## config.mk

```make
export PLATFORM = sky130hd
export DESIGN_NAME = ex_mul_seq
export DESIGN_NICKNAME = d
export VERILOG_FILES = /design/src/rtl/ex_mul_seq.sv
export SDC_FILE = /design/constraint.sdc
export NUM_CORES = 1
export LEC_CHECK = 0
export CAP_MARGIN = 20
export CORE_MARGIN = 2
export CORE_UTILIZATION = 53
export DETAILED_ROUTE_END_ITERATION = 8
export PLACE_DENSITY = 0.85
export SYNTH_ARGS = -nofsm -noshare
export SYNTH_HDL_FRONTEND = slang
export SYNTH_SLANG_ARGS = --single-unit
```

## constraint.sdc

```tcl
create_clock -name clk -period 3 [get_ports clk]
set_input_delay 0.45 -clock clk [delete_from_list [all_inputs] [get_ports clk]]
set_output_delay 0.45 -clock clk [all_outputs]
set_load 0.005 [all_outputs]
```

## src/rtl/ex_mul_seq.sv

```systemverilog
// EX-stage multi-cycle multiplier: radix-2 shift-add engine that stalls the pipeline
// while it iterates and returns the low XLEN bits of the product.
module ex_mul_seq #(
  parameter int unsigned XLEN      = 32,
  parameter bit          EARLY_OUT = 1'b0
) (
  input  logic            clk,
  input  logic            rst_n,
  input  logic            EX_valid,
  input  logic            EX_brn,
  input  logic [3:0]      EX_alu_op,
  input  logic [XLEN-1:0] EX_a,
  input  logic [XLEN-1:0] EX_b,
  input  logic            EX_flush,
  output logic            EX_stall,
  output logic            EX_mul_done,
  output logic [XLEN-1:0] EX_mul_out
);

  localparam int unsigned CW     = $clog2(XLEN) + 1;
  localparam logic [3:0]  OP_MUL = 4'b1011;

  typedef enum logic [1:0] {
    IDLE,
    BUSY,
    DONE
  } state_t;

  state_t          state, state_nxt;
  logic [XLEN-1:0] a_r, b_r, acc;
  logic [XLEN-1:0] b_shift;
  logic [CW-1:0]   cnt;
  logic            start;
  logic            last_step;

  // rst_n gates start so EX_stall drops the instant reset asserts, even with a mul in EX.
  assign start = rst_n & EX_valid & ~EX_brn & (EX_alu_op == OP_MUL) & ~EX_flush &
                 (state == IDLE);

  assign b_shift   = b_r >> 1;
  assign last_step = (cnt == CW'(XLEN - 1)) || (EARLY_OUT && (b_shift == '0));

  // State register
  always_ff @(posedge clk or negedge rst_n) begin
    if (!rst_n) state <= IDLE;
    else        state <= state_nxt;
  end

  // Next-state logic
  always_comb begin
    state_nxt = state;
    unique case (state)
      IDLE: if (start) state_nxt = BUSY;
      BUSY: begin
        if (EX_flush)       state_nxt = IDLE;
        else if (last_step) state_nxt = DONE;
      end
      DONE:    state_nxt = IDLE;
      default: state_nxt = IDLE;
    endcase
  end

  // Output logic
  always_comb begin
    EX_stall    = start | (state == BUSY);
    EX_mul_done = (state == DONE) & ~EX_flush;
  end

  assign EX_mul_out = acc;

  // Shift-add datapath; a flushed BUSY cycle leaves the accumulator untouched.
  always_ff @(posedge clk or negedge rst_n) begin
    if (!rst_n) begin
      a_r <= '0;
      b_r <= '0;
      acc <= '0;
      cnt <= '0;
    end else if (start) begin
      a_r <= EX_a;
      b_r <= EX_b;
      acc <= '0;
      cnt <= '0;
    end else if (state == BUSY && !EX_flush) begin
      if (b_r[0]) acc <= acc + a_r;
      a_r <= a_r << 1;
      b_r <= b_shift;
      cnt <= cnt + 1'b1;
    end
  end

endmodule

```

==> qor.txt <==
max_slew headroom -> 52.4%
# fillers -> 847
fin crit period -> 2.91 ns
I/O pin count -> 107
Initial DRC Count -> 244
die height -> 110 um
CTS tree -> yes
final setup margin -> 0.0911 ns
# diodes -> 0
final net count -> 858
wirelength, routed -> 14.5 mm
Via density -> 5.93
largest net degree at the start of global routing -> 96
Cell Rows -> 38
worst setup path category -> flip-flop to flip-flop
total gr overflow -> 0
area occupied by multi-input gates -> 3230 um2
leakage power -> 3.52 nW
Synth Warn # -> 0
sw frac -> 26.7%
Critical R2R Launch -> EX_mul_out[0]$_DFFE_PN0P_
class of the worst hold path -> input pin to async pin
required time of the critical path -> 3.23 ns
Psw -> 0.830 mW
share of cells above drive strength 1 -> 5.55%
starting density of the core -> 54.8%
flop2flop setup slack -> 0.09 ns
vias in the first global route -> 5,080
Arrival @ worst endpoint -> 3.14 ns
clock buffer depth -> 2
Sink Count -> 104
Slew @ Worst Pin -> 0.714 ns
clock network latency to the later pin of the worst-skew pair -> 0.36 ns
Place WS -> 0.0598 ns
die area -> 12,200 um2
H-tree Lvls -> 3
Design Area, Final -> 7490 um2
#FFs+latches synth -> 104
Cell Pwr Density -> 416 nW/um2
DR vias -> 5,317
storage element area -> 2600 um2
Overall Power -> 3.12 mW
DRT antenna net count -> 0
max_cap viols -> 0
mean area per synthesized cell -> 8.99 um2
achievable clock frequency -> 344 MHz
port bufs -> 106
reg2reg end -> EX_mul_out[24]$_DFFE_PN0P_
DP Area -> 7170 um2
worst-path fanout max -> 4
Hold Worst Slack -> 0.242 ns
Most used DFF post-synth -> dfrtp_1
ys async rst share -> 100%
CTS buffer count -> 9
Post-synth EDFFs -> 0
clock power share -> 38.2%
CTS Root Cell -> clkbuf_16
Int Pwr -> 2.28 mW
core area -> 10,900 um2
R2R cell count -> 10
top cell type's share of synthesized area -> 43.4%
post-DP HPWL -> 10.4 mm
area of the mapped netlist -> 6000 um2
Final Skew -> 0.0101 ns
DR DRC count -> 0
post-synthesis sequential area ratio -> 43.4%
Comb pwr share -> 11.7%
drt first pass iters -> 5
clock-pin transition on the worst setup and hold timing paths -> 0.08 ns
cell taking the most area after synthesis -> dfrtp_1
Setup-failing EPs final -> 0
setup_tns -> 0 ns
synthesized instance count -> 667
Area Overhead vs Synth -> 25.0%
Final Max Slew Viols -> 0
final hold violations -> 0
fin cells -> 897
Startpoint Class -> flip-flop
antenna violations before repair -> 0
Synth cell types -> 50
maximum vdd drop -> 0.000263 V
Tot GR Track Use -> 25.3%
crit share post-route -> 97.0%
status -> complete, no violations
GPL Wtd Cong -> 0.908
first-pass GRT wire length -> 24.0 mm
Synth top cells by count -> nand2_1 (163), dfrtp_1 (104), o21ai_0 (51)
syn nets -> 773
Seq pwr share -> 50.1%
Post-Place Cells -> 878
die width -> 110 um
Synth area leaders -> dfrtp_1 (43%), nand2_1 (10%), ha_1 (6.7%)
routed len/inst -> 16.1 um
final core occ -> 68.5%
top-count cell post-synth -> nand2_1
CP Capture Type -> flip-flop
==> registers in the layout, summed over array words and instances, names as in the netlist <==
register    cells
EX_mul_out     32
a_r            32
b_r            32
cnt             6
state           2
==> layer usage <==
layer	global-route usage [%]	routed length (um)	vias up
li1	-	-	2564
met4	9.20	226	0
met5	0	0	-
met2	41.0	6850	165
met3	4.23	888	16
met1	34.3	6490	2572
==> cells in the final DEF (no fill, tap or decap), types with 3 or more instances in the layout <==
cell type | netlist | layout
a211oi_1 | 4 | 4
a21o_1 | 9 | 9
a21oi_1 | 33 | 33
a22oi_1 | 32 | 32
a31oi_1 | 3 | 3
buf_4 | 0 | 11
clkbuf_16 | 0 | 9
clkdlybuf4s50_1 | 0 | 105
dfrtp_1 | 104 | 104
ha_1 | 32 | 32
inv_1 | 4 | 4
inv_6 | 0 | 5
mux2i_1 | 33 | 33
nand2_1 | 163 | 162
nand2b_1 | 3 | 3
nand3_1 | 10 | 10
nand4_1 | 7 | 7
nor2_1 | 18 | 16
nor2b_1 | 3 | 3
nor3_1 | 8 | 8
nor3b_1 | 6 | 6
o211ai_1 | 4 | 4
o21ai_0 | 51 | 51
o21bai_1 | 4 | 4
o22ai_1 | 30 | 30
xnor2_1 | 19 | 19
xor2_1 | 13 | 13
==> logic make-up after synthesis <==
| family | after synthesis | synth area share (%) |
|---|---|---|
| and+or+nand+nor | 232 | 16.8 |
| AOI/OAI and AO/OA | 185 | 19.5 |
| DFF | 104 | 43.4 |
| buffers and inverters | 48 | 3.07 |
| muxes | 33 | 5.51 |
| adders and majority gates | 33 | 7.01 |
| xor gates and xnor gates | 32 | 4.67 |
==> critical path, stage by stage (launching register included) <==
cell and delay, ns:
dfrtp_1 0.40, ha_1 0.25, fa_2 0.37, a21o_1 0.20, a221o_1 0.40, o221ai_2 0.19
nand3b_1 0.18, a311oi_2 0.36, o221ai_1 0.17, xnor2_1 0.16, o22ai_1 0.09
==> cell type report <==
class | count | share of cell area, %
well taps | 140 | 2.34
clock inverters | 6 | 0.735
repair buffers | 118 | 15.7
flip-flops and latches | 104 | 34.7
inverters | 4 | 0.200
clock buffers | 10 | 3.19
multi-input cells | 515 | 43.1
==> timing repair <==
item	CTS	global route
buffers inserted	0	3
gates resized for setup	0	3
hold buffers	0	0
endpoints found under the setup margin	0	4
hold endpoints to repair	0	0
==> how the worst max path moves through the flow <==
stage / start / end / slack, ns / cells past startpoint
CTS: EX_mul_out[0]$_DFFE_PN0P_ / EX_mul_out[28]$_DFFE_PN0P_ / 0.04 / 10
global route: a_r[0]$_DFFE_PN0P_ / EX_mul_out[24]$_DFFE_PN0P_ / -0.02 / 10
finish: EX_mul_out[0]$_DFFE_PN0P_ / EX_mul_out[24]$_DFFE_PN0P_ / 0.09 / 10
detailed placement: EX_mul_out[0]$_DFFE_PN0P_ / EX_mul_out[28]$_DFFE_PN0P_ / 0.06 / 10
floorplan: EX_mul_out[0]$_DFFE_PN0P_ / EX_mul_out[24]$_DFFE_PN0P_ / 0.28 / 10
global placement: EX_mul_out[0]$_DFFE_PN0P_ / EX_mul_out[28]$_DFFE_PN0P_ / 0.17 / 10
==> power groups by stage <==
stage	clock, mW	combinational (mW)	sequential [mW]
after floorplan	0	0.196	1.57
after global placement	0	0.350	1.58
after detailed placement	0	0.365	1.59
after CTS	1.21	0.367	1.56
after global routing	1.27	0.408	1.58
final	1.19	0.365	1.56
Note: power is estimated with default switching activity, not from simulation.
